===== config.mk =====
export PLATFORM = sky130hd
export DESIGN_NAME = snd_i2s_tx
export DESIGN_NICKNAME = d
export VERILOG_FILES = /design/src/rtl/snd_i2s_tx.sv
export SDC_FILE = /design/constraint.sdc
export NUM_CORES = 1
export LEC_CHECK = 0
export BUFFER_PORTS_ARGS = -buffer_cell sky130_fd_sc_hd__clkbuf_2
export CORE_UTILIZATION = 61
export DETAILED_ROUTE_END_ITERATION = 7
export GPL_ROUTABILITY_DRIVEN = 0
export GPL_TIMING_DRIVEN = 0
export PLACE_DENSITY = 0.92
export SYNTH_ARGS = -nofsm -noshare
export SYNTH_HDL_FRONTEND = slang
export SYNTH_SLANG_ARGS = --single-unit

===== constraint.sdc =====
create_clock -name CLK -period 6.3 [get_ports CLK]
set_input_delay 0.63 -clock CLK [delete_from_list [all_inputs] [get_ports CLK]]
set_output_delay 0.63 -clock CLK [all_outputs]
set_load 0.05 [all_outputs]

===== src/rtl/snd_i2s_tx.sv =====
// snd_i2s_tx: I2S serializer pulling one stereo sample per frame from a FWFT FIFO
// Ports:
//   CLK, RST             system clock, synchronous active-high reset
//   FIFO_VALID/DOUT/RD   FWFT sample input ([31:16] right, [15:0] left), RD pops
//   MUTE                 send zeros while still draining the FIFO
//   I2S_BCLK/LRCK/SDATA  serial output, data changes on BCLK falling edge
//   UNDERRUN_CNT         saturating count of fetches that found the FIFO empty
module snd_i2s_tx #(
  parameter int BCLK_DIV = 4
) (
  input  logic        CLK,
  input  logic        RST,
  input  logic        FIFO_VALID,
  input  logic [31:0] FIFO_DOUT,
  output logic        FIFO_RD,
  input  logic        MUTE,
  output logic        I2S_BCLK,
  output logic        I2S_LRCK,
  output logic        I2S_SDATA,
  output logic [15:0] UNDERRUN_CNT
);
  localparam int DW = $clog2(BCLK_DIV);
  logic [DW-1:0] div;
  logic [4:0]    slot, slot_n;
  logic [31:0]   sr, nxt;
  logic [15:0]   ucnt;
  logic          wrap, fe, fetch;
  assign wrap = div == DW'(BCLK_DIV - 1);
  assign fe = wrap & I2S_BCLK;
  assign slot_n = slot + 5'd1;
  // fetch on the falling edge that enters slot 31, so NXT is ready for slot 0
  assign fetch = fe & (slot_n == 5'd31);
  assign FIFO_RD = fetch & FIFO_VALID & ~RST;
  assign UNDERRUN_CNT = ucnt;
  always_ff @(posedge CLK) begin
    if (RST) begin
      div       <= '0;
      slot      <= 5'd31;
      sr        <= '0;
      nxt       <= '0;
      ucnt      <= '0;
      I2S_BCLK  <= 1'b0;
      I2S_LRCK  <= 1'b0;
      I2S_SDATA <= 1'b0;
    end else begin
      div <= wrap ? '0 : div + 1'b1;
      if (wrap) I2S_BCLK <= ~I2S_BCLK;
      if (fe) begin
        slot      <= slot_n;
        I2S_LRCK  <= slot_n[4];
        I2S_SDATA <= sr[31];
        sr        <= (slot_n == 5'd0) ? nxt : sr << 1;
      end
      if (fetch) begin
        // left word goes first on the wire, so swap halves into the shifter order
        nxt <= (FIFO_VALID && !MUTE) ? {FIFO_DOUT[15:0], FIFO_DOUT[31:16]} : '0;
        if (!FIFO_VALID && ucnt != 16'hFFFF) ucnt <= ucnt + 16'd1;
      end
    end
  end
endmodule


# Word level (Yosys, flattened, before mapping)
# Cells that the tools add are included.
totals:
  reg_bits: 90
  in_bits: 36
  elab_cells: 29
op_classes:
  add_sub_neg: 3
  eq_ne: 3
  mux: 2
  n_bitwise: 6
  n_reduce_logical: 7
ops:
  columns: ["operator", "n"]
  rows:
  - ["2-to-1 mux 32 bit", 2]
  - ["adder 16 x 1 -> 16 bit, second input constant", 1]
  - ["inequality test 16 bit, second input constant", 1]
  - ["adder 5 x 1 -> 5 bit, second input constant", 1]
  - ["== test 5 bit, second input constant", 1]
  - ["logical NOT 5 bit", 1]
  - ["bitwise AND 1 bit", 4]
  - ["adder 2 x 1 -> 2 bit, second input constant", 1]
  - ["== test 2 bit, second input constant", 1]
  - ["logical AND 1 bit", 2]
  - ["logical NOT 1 bit", 2]
  - ["inverter 1 bit", 2]
  - ["AND reduction 2 bit", 1]
  - ["OR reduction 2 bit", 1]

# Logic depth before layout (Yosys ltp)
depth:
  word_depth: 5
  mapped_depth: 10

# Least setup slack after synthesis
# Ideal clock, no wire load.
synth_timing:
  path_kind: "register to output"
  start: "reg I2S_BCLK"
  end: "out FIFO_RD"
  arrival_ns: 1.927
  required_time_ns: 5.670
  setup_slack_ns: 3.743
  stages_incl_launch_ff: 6
  path_cell_list: "dfxtp_1 and2_1 buf_6 nand4_4 nor2_1 and3_1"
synth_between:
  elab_chain_cells: 4
synth_rtl:
  columns: ["item", "line", "source"]
  rows:
  - ["start: declaration", "17", "output logic I2S_BCLK,"]
  - ["start signal: assignment", "47", "if (wrap) I2S_BCLK <= ~I2S_BCLK;"]
  - ["bitwise AND 1 bit", "29", "assign fe = wrap & I2S_BCLK;"]
  - ["bitwise AND 1 bit", "32", "assign fetch = fe & (slot_n == 5'd31);"]
  - ["bitwise AND 1 bit (2 in a row)", "33", "assign FIFO_RD = fetch & FIFO_VALID & ~RST;"]
  - ["end: declaration", "15", "output logic FIFO_RD,"]
# Every way passes these cells.

# Final worst setup path
layout_timing:
  start: "reg slot[0]"
  end: "out FIFO_RD"
layout_between:
  elab_chain_cells: 5
layout_rtl:
  columns: ["item", "line", "source"]
  rows:
  - ["start: declaration", "24", "logic [4:0] slot, slot_n;"]
  - ["start signal: assignment", "49", "slot <= slot_n;"]
  - ["adder 5 x 1 -> 5 bit", "30", "assign slot_n = slot + 5'd1;"]
  - ["== test 5 bit", "32", null]
  - ["bitwise AND 1 bit", "32", null]
  - ["bitwise AND 1 bit (2 in a row)", "33", null]
# Every way passes these cells.

==> results.sh <==
export IMPL_p_leak_nw=1.54
export IMPL_route_detailed_wl_per_inst_um=15.3
export IMPL_post_synth_num_cell_types=50
export IMPL_die_height_um=81.5
export IMPL_total_switching_power_mw=0.244
export IMPL_clkSlewWorstSetupHoldPaths_ns=0.08
export IMPL_final_setup_worst_slack_ns=3.07
export IMPL_max_vdd_ir_drop_v=0.000209
export IMPL_min_period_over_period_pct=51.2
export IMPL_drive_above_1_share_pct=18.2
export IMPL_fp_coreArea_um2=6030
export IMPL_cell_area_after_layout_um2=4490
export IMPL_p_per_area_nw_per_um2=254
export IMPL_syn_area_um2=3860
export IMPL_synth_warning_count=0
export IMPL_min_delay_path_class="reg -> reg"
export IMPL_fin_worst_hold_slack_ns=0.444
export IMPL_areaGrowthSynthToFinish_pct=16.4
export IMPL_crit_reg2reg_launch="slot[0]"
export IMPL_fmax_mhz=310
export IMPL_cts_made_buffers=9
export IMPL_postRouteAntennaNets=0
export IMPL_timing_critical_path_required_ns=5.67
export IMPL_status="complete, no violations"
export IMPL_cts_resized=0
export IMPL_grt_start_max_net_pins=16
export IMPL_first_global_vias=3269
export IMPL_power_clock_fraction_pct=44.9
export IMPL_boundaryPins=56
export IMPL_post_place_cells=577
export IMPL_most_frequent_cells_in_the_layout="sky130_fd_sc_hd__dfxtp_1 (90), sky130_fd_sc_hd__nand2_1 (78), sky130_fd_sc_hd__clkbuf_2 (56)"
export IMPL_route_final_wire_length_um=9080
export IMPL_final_max_slew_violation_count=0
export IMPL_final_total_power_mw=1.14
export IMPL_worstRegToRegCells=7
export IMPL_vias_per_cell=5.92
export IMPL_root_buffer="sky130_fd_sc_hd__clkbuf_8"
export IMPL_fin_nets=554
export IMPL_syn_mean_instance_area_um2=8.63
export IMPL_clock_tree_from_tritoncts="yes"
export IMPL_min_delay_path_depth=1
export IMPL_number_of_filler_instances_in_the_final_layout=442
export IMPL_timing_critical_path_from="slot[0]"
export IMPL_comb_power_share_pct=4.8
export IMPL_max_cap_violations=0
export IMPL_route_vias_total=3504
export IMPL_worst_slew_margin_rel_pct=42.5
export IMPL_fp_row_count=28
export IMPL_track_usage_pct=29.1
export IMPL_antenna_found_initial=0
export IMPL_antennaDiodeCount=0
export IMPL_ff_latch_area_um2=1800
export IMPL_power_share_switching_pct=21.4
export IMPL_cts_htree_levels=3
export IMPL_end_kind="output pin"
export IMPL_timing_reg2reg_setup_slack_ns=3.71
export IMPL_rr_endpoint="nxt[22]"
export IMPL_numPortBuffers=55
export IMPL_synth_edff_count=0
export IMPL_setup_viol=0
export IMPL_synth_net_count=488
export IMPL_initial_core_util_pct=64.0
export IMPL_tritoncts_num_sinks=90
export IMPL_p_int_mw=0.896
export IMPL_clock_latency_ns=0.36
export IMPL_commonest_non_fill_non_tap_cell_in_the_layout="sky130_fd_sc_hd__dfxtp_1"
export IMPL_grt_setup_unrepaired="false"
export IMPL_cp_max_fo=8
export IMPL_synth_async_reset_ratio_pct=0
export IMPL_residual_drc=0
export IMPL_setup_total_negative_slack_ns=0
export IMPL_yosys_most_used_dff="sky130_fd_sc_hd__dfxtp_1"
export IMPL_floorplan_die_width_um=81.5
export IMPL_placement_cell_area_um2=4230
export IMPL_cp_arrival_ns=2.60
export IMPL_place_hpwl_um=6200
export IMPL_finalHoldViolCount=0
export IMPL_drt_first_iter_violations=207
export IMPL_worstMarginPinSlew_ns=0.856
export IMPL_postCtsHoldBufs=0
export IMPL_place_worst_setup_slack_ns=3.51
export IMPL_cts_buffer_depth=2
export IMPL_final_core_util_pct=74.5
export IMPL_drtPass1Iterations=5
export IMPL_timing_worst_setup_path_type="reg -> out"
export IMPL_sequential_cell_area_fraction_in_the_yosys_report_pct=46.7
export IMPL_syn_instance_count=447
export IMPL_global_route_overflow_total=0
export IMPL_synth_seq_cells=90
export IMPL_floorplan_die_area_um2=6650
export IMPL_finalNonFillerCells=592
export IMPL_post_route_min_period_ns=3.23
export IMPL_cp_start_kind="flop"
export IMPL_postCtsSetupRepairBufs=0
export IMPL_multi_input_gate_area_in_the_final_layout_um2=1900
export IMPL_grt_first_pass_wirelength_um=14700
export IMPL_p_seq_share_pct=50.2
export IMPL_critPathCapture="FIFO_RD"
export IMPL_worst_clock_skew_ns=0.00992
-- sequential cells by signal, indices dropped and copies added (netlist names) --
register      count
nxt              32
sr               32
UNDERRUN_CNT     16
slot              5
div               2
I2S_BCLK          1
I2S_LRCK          1
I2S_SDATA         1
-- power by group through the flow --
stage / clock network (mW) / registers (mW) / logic, mW
floorplan: 0 / 0.587 / 0.0309
finish: 0.512 / 0.573 / 0.0551
detailed placement: 0 / 0.586 / 0.0536
CTS: 0.514 / 0.572 / 0.0547
global route: 0.538 / 0.573 / 0.0593
global placement: 0 / 0.586 / 0.0520
-- kinds of logic after synthesis --
kind of cell	after synthesis	share of synthesized area [%]
compound gates	89	12.7
simple gates	182	23.1
buf+inv	36	4.05
mux	37	9.76
fa+ha+maj	5	1.62
flops	90	46.7
xor+xnor	8	2.01
-- worst max-delay path: stages, from the launching register on --
cell and delay [ns]:
sky130_fd_sc_hd__dfxtp_1 0.49, sky130_fd_sc_hd__ha_1 0.34, sky130_fd_sc_hd__xor2_2 0.21, sky130_fd_sc_hd__nand4_4 0.15, sky130_fd_sc_hd__nor2_1 0.52, sky130_fd_sc_hd__and3_1 0.25, sky130_fd_sc_hd__clkbuf_2 0.28
-- Yosys cell counts (6+ instances only) --
cell / count / area, um^2
sky130_fd_sc_hd__nor3_1: 6 / 30.0
sky130_fd_sc_hd__mux2i_1: 32 / 320
sky130_fd_sc_hd__buf_2: 7 / 35.0
sky130_fd_sc_hd__clkbuf_1: 20 / 75.1
sky130_fd_sc_hd__nand3_1: 38 / 190
sky130_fd_sc_hd__a21oi_1: 40 / 200
sky130_fd_sc_hd__dfxtp_1: 90 / 1800
sky130_fd_sc_hd__nor2_1: 18 / 67.6
sky130_fd_sc_hd__nor2b_1: 6 / 37.5
sky130_fd_sc_hd__o21ai_0: 35 / 175
sky130_fd_sc_hd__nand2_1: 78 / 293
-- how the worst min path moves through the flow --
stage | start | endpoint | slack, ns
floorplan | div[0] | div[0] | 0.40
global placement | div[0] | div[0] | 0.41
detailed placement | div[0] | div[0] | 0.42
CTS | div[0] | div[0] | 0.44
global route | div[0] | div[0] | 0.47
finish | div[0] | div[0] | 0.44
-- layer usage --
layer / routed length [um] / part of all wire (%) / vias up / global-route usage (%)
met3: 425 / 4.7 / 21 / 6.78
li1: - / - / 1696 / -
met1: 3910 / 43 / 1671 / 34.4
met5: 0 / 0 / - / 0
met2: 4540 / 50 / 116 / 48.6
met4: 205 / 2.3 / 0 / 15.7
-- area by class of cell --
type	count	share of cell area, %
plain buffers	32	3.15
well taps	75	2.09
repair buffers	55	6.13
multi-input cells	321	42.3
flip-flops and latches	90	40.1
clock buffers	9	2.76
clock inverters	6	3.09
inverters	4	0.334
Note: power is estimated with default switching activity, not from simulation.
